[src/rtl/sprite_scan_ctrl.sv]
// OAM scan sequencer: walks every OAM entry once per line, compares Y against the
// current line, and strobes one sprite-store slot per hit in hit order.
module sprite_scan_ctrl #(
  parameter int unsigned NUM_SLOTS = 10,
  parameter int unsigned NUM_OAM   = 40
) (
  input  logic                 clk,
  input  logic                 nreset,
  input  logic                 scan_start,
  input  logic [7:0]           ly,
  input  logic                 obj_size,
  output logic [5:0]           oam_addr,
  input  logic [7:0]           oam_y,
  output logic [NUM_SLOTS-1:0] store_en,
  output logic [5:0]           store_index,
  output logic [3:0]           store_line,
  output logic [3:0]           sprite_count,
  output logic                 scan_busy,
  output logic                 scan_done
);

  localparam logic [5:0] LastIdx = 6'(NUM_OAM - 1);
  localparam logic [3:0] MaxHits = 4'(NUM_SLOTS);

  typedef enum logic [0:0] {StIdle, StScan} state_e;

  state_e                 state_q;
  logic [7:0]             ly_q;
  logic                   size_q;
  logic [5:0]             idx_q;
  logic                   ph_q;
  logic [5:0]             addr_q;
  logic [NUM_SLOTS-1:0]   store_en_q;
  logic [5:0]             store_index_q;
  logic [3:0]             store_line_q;
  logic [3:0]             cnt_q;
  logic                   busy_q;
  logic                   done_q;

  logic [8:0] diff;
  logic [8:0] height;
  logic       hit;

  // Bit 8 set means the sprite starts below the current line (or wrapped): never a hit.
  always_comb begin
    diff   = {1'b0, ly_q} + 9'd16 - {1'b0, oam_y};
    height = size_q ? 9'd16 : 9'd8;
    hit    = !diff[8] && (diff < height);
  end

  always_ff @(posedge clk) begin
    if (!nreset) begin
      state_q       <= StIdle;
      ly_q          <= '0;
      size_q        <= 1'b0;
      idx_q         <= '0;
      ph_q          <= 1'b0;
      addr_q        <= '0;
      store_en_q    <= '0;
      store_index_q <= '0;
      store_line_q  <= '0;
      cnt_q         <= '0;
      busy_q        <= 1'b0;
      done_q        <= 1'b0;
    end else begin
      store_en_q <= '0;
      done_q     <= 1'b0;
      unique case (state_q)
        StIdle: begin
          if (scan_start) begin
            ly_q    <= ly;
            size_q  <= obj_size;
            idx_q   <= '0;
            ph_q    <= 1'b0;
            addr_q  <= '0;
            cnt_q   <= '0;
            busy_q  <= 1'b1;
            state_q <= StScan;
          end
        end
        StScan: begin
          if (!ph_q) begin
            ph_q <= 1'b1;
          end else begin
            if (hit && (cnt_q < MaxHits)) begin
              store_en_q    <= NUM_SLOTS'(1) << cnt_q;
              store_index_q <= idx_q;
              store_line_q  <= diff[3:0];
              cnt_q         <= cnt_q + 4'd1;
            end
            if (idx_q == LastIdx) begin
              // Address stays on the last entry while idle.
              state_q <= StIdle;
              busy_q  <= 1'b0;
              done_q  <= 1'b1;
            end else begin
              idx_q  <= idx_q + 6'd1;
              addr_q <= idx_q + 6'd1;
              ph_q   <= 1'b0;
            end
          end
        end
        default: state_q <= StIdle;
      endcase
    end
  end

  assign oam_addr     = addr_q;
  assign store_en     = store_en_q;
  assign store_index  = store_index_q;
  assign store_line   = store_line_q;
  assign sprite_count = cnt_q;
  assign scan_busy    = busy_q;
  assign scan_done    = done_q;

endmodule
[config.mk]
export PLATFORM = sky130hd
export DESIGN_NAME = sprite_scan_ctrl
export DESIGN_NICKNAME = d
export VERILOG_FILES = /design/src/rtl/sprite_scan_ctrl.sv
export SDC_FILE = /design/constraint.sdc
export NUM_CORES = 1
export LEC_CHECK = 0
export ABC_AREA = 1
export CAP_MARGIN = 20
export CORE_ASPECT_RATIO = 1.5
export CORE_UTILIZATION = 55
export DETAILED_ROUTE_END_ITERATION = 6
export DONT_BUFFER_PORTS = 1
export GPL_ROUTABILITY_DRIVEN = 0
export PLACE_DENSITY = 0.77
export SLEW_MARGIN = 20
export SYNTH_ARGS = -nofsm -noshare
export SYNTH_HDL_FRONTEND = slang
export SYNTH_SLANG_ARGS = --single-unit
export TNS_END_PERCENT = 1
[constraint.sdc]
create_clock -name clk -period 7.75 [get_ports clk]
set_input_delay 0.3875 -clock clk [delete_from_list [all_inputs] [get_ports clk]]
set_output_delay 0.3875 -clock clk [all_outputs]
set_load 0.01 [all_outputs]
# Word-level counts from Yosys, hierarchy flattened
# Index checks and enable logic that the tools add are counted.
classes:
  bitwise: 1
  muxes: 21
  n_addsub: 4
  n_eq_ne: 6
  n_reduce_logical: 10
  n_lt_le_gt_ge: 2
  shifts: 1
op_table:
  columns: ["operator", "count"]
  rows:
  - ["2-to-1 mux 6 bit", 3]
  - ["AND reduction 3 bit", 5]
  - ["2-to-1 mux 4 bit", 3]
  - ["case mux 6 bit (2 select lines)", 1]
  - ["<< shifter 1 x 4 -> 10 bit, first input constant", 1]
  - ["adder 8 x 5 -> 9 bit, second input constant", 1]
  - ["< comparator 9 x 5 -> 1 bit", 1]
  - ["2-to-1 mux 1 bit", 9]
  - ["subtractor 9 x 8 -> 9 bit", 1]
  - ["case mux 4 bit (2 select lines)", 1]
  - ["adder 6 x 1 -> 6 bit, second input constant", 1]
  - ["equality test 6 bit, second input constant", 1]
  - ["inequality test 2 x 1 -> 1 bit, second input constant", 3]
  - ["case mux 1 bit (2 select lines)", 3]
  - ["2-to-1 mux 5 bit", 1]
  - ["adder 4 x 1 -> 4 bit, second input constant", 1]
  - ["< comparator 4 bit, second input constant", 1]
  - ["inequality test 2 bit, second input constant", 2]
  - ["AND reduction 4 bit", 1]
  - ["logical AND 1 bit", 2]
  - ["AND reduction 2 bit", 1]
  - ["zero test 1 bit", 1]
  - ["NOT 1 bit", 1]
word_totals:
  input_bits: 20
  out_inout_bits: 32
  wordCells: 56
  reg_bits: 43

# Longest topological paths before layout
depth:
  depth_word: 8
  mapped_depth: 19
  mapped_depth_nobuf: 18

# Least setup slack after synthesis
# OpenSTA, ideal clock, no wires.
synth_path:
  path_kind: "input -> register"
  from: "input oam_y[3]"
  to: "register store_line_q[2], in the netlist store_line[2]"
  setup_ns: 0.116
  path_slack_ns: 5.197
  required_ns: 7.634
  n_path_buf: 1
  arrival_time_ns: 2.437
  cell_stages: 16
  path_cell_list: "inv_1 ha_1 ha_1 or2_4 nand2_1 xnor2_1 ha_1 inv_1 nand2_1 nor2_1 nand4_1 nor2_4 nand3_4 buf_4 o21ai_0 nor2_1"
synth_via:
  elab_chain_len: 5
  elab_cells_between_ends: 6
  cone_classes: "1 x add/sub; 1 x order compare; 4 x reduce/logical"
synth_lines:
  columns: ["item", "line", "source"]
  rows:
  - ["start: declaration", "13", "input logic [7:0] oam_y,"]
  - ["subtractor 9 x 8 -> 9 bit *", "46", "diff = {1'b0, ly_q} + 9'd16 - {1'b0, oam_y};"]
  - ["< comparator 9 x 5 -> 1 bit / zero test 1 bit (equally long branches)", "48", "hit = !diff[8] && (diff < height);"]
  - ["logical AND 1 bit *", "48", null]
  - ["logical AND 1 bit *", "85", "if (hit && (cnt_q < MaxHits)) begin"]
  - ["AND reduction 3 bit (no source line) *", null, null]
  - ["end signal: assignment", "88", "store_line_q <= diff[3:0];"]
  - ["end: declaration", "35", "logic [3:0] store_line_q;"]
# Mark *: on every way between the ends. The rest lies on a longest branch, timed or not.
# A chain may end at the register's enable or synchronous reset.

# Worst setup path in the final report
layout_path:
  from: "register ly_q[3]"
  to: "register store_en_q[7], in the netlist store_en[7]"
layout_via:
  elab_chain_len: 6
  elab_cells_between_ends: 7
  cone_classes: "2 x add/sub; 1 x order compare; 4 x reduce/logical"
layout_lines:
  columns: ["item", "line", "source"]
  rows:
  - ["start: declaration", "28", "logic [7:0] ly_q;"]
  - ["start signal: assignment", "71", "ly_q <= ly;"]
  - ["adder 8 x 5 -> 9 bit *", "46", null]
  - ["subtractor 9 x 8 -> 9 bit *", "46", null]
  - ["< comparator 9 x 5 -> 1 bit / zero test 1 bit (equally long branches)", "48", null]
  - ["logical AND 1 bit *", "48", null]
  - ["logical AND 1 bit *", "85", null]
  - ["AND reduction 4 bit (no source line) *", null, null]
  - ["end signal: assignment", "86", "store_en_q <= NUM_SLOTS'(1) << cnt_q;"]
  - ["end: declaration", "33", "logic [NUM_SLOTS-1:0] store_en_q;"]
# Marks and branches as above.

==> impl_metrics.tcl <==
set metrics [dict create \
    tns_ns 0 \
    dp.cells 323 \
    setup_violations 0 \
    min_period_ns 2.69 \
    skew_ns 0.00808 \
    power_density_nw_per_um2 191 \
    max_clock_freq_mhz 372 \
    drive_above_1_share_pct 6.60 \
    worstPathMaxFanout 15 \
    wirelength_um 4290 \
    async_flop_share_pct 0 \
    period_share_pct 34.7 \
    wl_per_cell_um 13.0 \
    die_area_um2 4180 \
    fin_ws_ns 5.06 \
    cts_buffers 5 \
    worstMarginPinSlew_ns 0.641 \
    io-pin-count 52 \
    clock_path_buffers 2 \
    drcViolationCount 0 \
    grt_max_degree 27 \
    hold_violations 0 \
    r2r_start "ly_q[3]" \
    seq_area_frac_synth_pct 40.0 \
    synthCells 286 \
    synth-edff-count 0 \
    synth-seq-cells 43 \
    diodes 0 \
    nets 329 \
    grt_pass1_vias 1689 \
    leakage_uw 0.00103 \
    synth_nets 328 \
    io_buffers 0 \
    ys_types 30 \
    rr_endpoint "store_en[7]" \
    slew_viol_final 0 \
    r2r_slack_ns 5.06 \
    maxCapViolations 0 \
    cp.arrival_ns 2.92 \
    die_x_um 53.1 \
    coreArea_um2 3720 \
    ys_warn_count 0 \
    clock_sinks 43 \
    syn_area_um2 2150 \
    grt_pass1_wl_um 7210 \
    cts_root_buf "clkbuf_8" \
    drtIter0Drc 32 \
    synth_top_flop_cell "dfxtp_1" \
    post-cts-setup-buffers 0 \
    rsz0062_at_grt "no" \
    clk_pin_slew_ns 0.08 \
    cts_max_level 2 \
    pre_cts_slack_ns 4.95 \
    end_kind "flip-flop" \
    areaGrowthSynthToFinish_pct 4.70 \
    critical_path_class "reg -> reg" \
    track_usage_pct 23.5 \
    drt_pass1_iterations 4 \
    holdPathStages 2 \
    r2r_cells 15 \
    grt_overflow 0 \
    dp_hpwl_um 3270 \
    antenna_found_initial 0 \
    cts_tree "yes" \
    hold_buffers 0 \
    slew_headroom_pct 57.1 \
    hp-start "nreset" \
    die_h_um 78.7 \
    hold_end "ly_q[5]" \
    avgSynthCellArea_um2 7.53 \
    rows 27 \
    ant_nets 0 \
    instances_no_fill 331 \
    via_per_inst 5.20 \
    hold_path_class "in -> reg" \
    clk_latency_ns 0.29 \
    required_ns 7.98 \
    status "completed" \
    start_util_pct 58.0 \
    num_vias 1722 \
    cp-start-kind "flip-flop" \
    cts_resized 0 \
    ir_drop_v 0.000118 \
]
-- critical path, cell delays in order (launching register included) --
cell,delay [ns]
dfxtp_1,0.32
ha_1,0.27
ha_1,0.34
or2_4,0.26
nand2_1,0.08
xnor2_1,0.06
ha_1,0.18
inv_1,0.05
nand2_1,0.04
nor2_1,0.10
nand4_1,0.16
nor2_4,0.13
nand3_4,0.16
inv_4,0.21
nand4_2,0.14
nor2_1,0.12
-- cell usage in the layout, fill, tap and decap left out, types with 2 or more instances in the layout --
cell type	instances
ha_1	21
nand3_4	2
nand4_1	2
nand3_1	12
nand4_2	2
clkbuf_1	2
dfxtp_1	43
clkbuf_8	5
inv_1	43
xnor2_1	2
o21ai_0	19
nor3_1	3
nor2_1	57
a21oi_1	15
nand2_1	45
nor2_2	2
-- power breakdown --
part | internal (uW) | switching, uW | total, uW
Combinational | 24.5 | 40.6 | 65.1
Sequential | 226 | 3.03 | 229
Clock | 63.3 | 73.1 | 136
Total | 314 | 117 | 430
-- through the flow --
step	total power, uW	util [%]	area, um2	hold slack [ns]
detailed placement	300	58.5	2170	0.455
finish	430	60.7	2260	0.220
global placement	298	58.5	2170	0.447
global route	455	60.7	2260	0.215
floorplan	288	-	2150	0.433
CTS	434	60.7	2260	0.215
-- per-layer routing --
layer / up-vias / track usage, % / routed length [um]
met1: 772 / 25.4 / 1790
met5: - / 0 / 0
met4: 0 / 10.0 / 85
li1: 906 / - / -
met2: 37 / 41.4 / 2220
met3: 7 / 5.81 / 195
-- cells by family after synthesis --
| kind of cell | count (synthesis) | share of synthesized area (%) |
|---|---|---|
| AOI/OAI and AO/OA | 37 | 9.06 |
| xor gates and xnor gates | 2 | 0.813 |
| adders and majority gates | 22 | 13.1 |
| buffers and inverters | 51 | 9.52 |
| DFF | 43 | 40.0 |
| and+or+nand+nor | 131 | 27.5 |
-- flip-flops by register name, indices dropped and copies added (netlist names), 4 cells and up --
name and cells:
sprite_count 4, ly_q 8, oam_addr 6, store_line 4, store_index 6, store_en 10
-- cell type report --
type | instances | area (um2)
multi-input combinational | 192 | 1090
clock inverter | 1 | 5.00
fill | 356 | 1460
sequential | 43 | 861
tap | 43 | 53.8
clock buffer | 7 | 76.3
inverter | 45 | 171
-- worst max-delay path by stage --
| stage | startpoint | slack [ns] | end | cells after the start |
|---|---|---|---|---|
| CTS | ly_q[3] | 5.06 | store_en[7] | 15 |
| finish | ly_q[3] | 5.06 | store_en[7] | 15 |
| floorplan | oam_y[3] | 5.20 | store_line[2] | 16 |
| global placement | oam_y[3] | 5.04 | store_en[4] | 16 |
| global route | ly_q[3] | 4.89 | store_en[7] | 15 |
| detailed placement | oam_y[3] | 4.95 | store_en[4] | 16 |
-- cell usage after synthesis, types with 2 or more instances --
| master | instances | area share (%) |
|---|---|---|
| nor2_2 | 2 | 0.58 |
| ha_1 | 21 | 12 |
| buf_1 | 2 | 0.35 |
| inv_1 | 43 | 7.5 |
| o21ai_0 | 19 | 4.4 |
| nand3_4 | 2 | 1.6 |
| nor3_1 | 3 | 0.70 |
| dfxtp_1 | 43 | 40 |
| nand2_1 | 45 | 7.8 |
| xnor2_1 | 2 | 0.81 |
| a21oi_1 | 15 | 3.5 |
| nand4_1 | 2 | 0.58 |
| nand4_2 | 2 | 1.2 |
| nor2_1 | 57 | 9.9 |
| nand3_1 | 12 | 2.8 |
| clkbuf_1 | 2 | 0.35 |
Note: power is estimated with default switching activity, not from simulation.
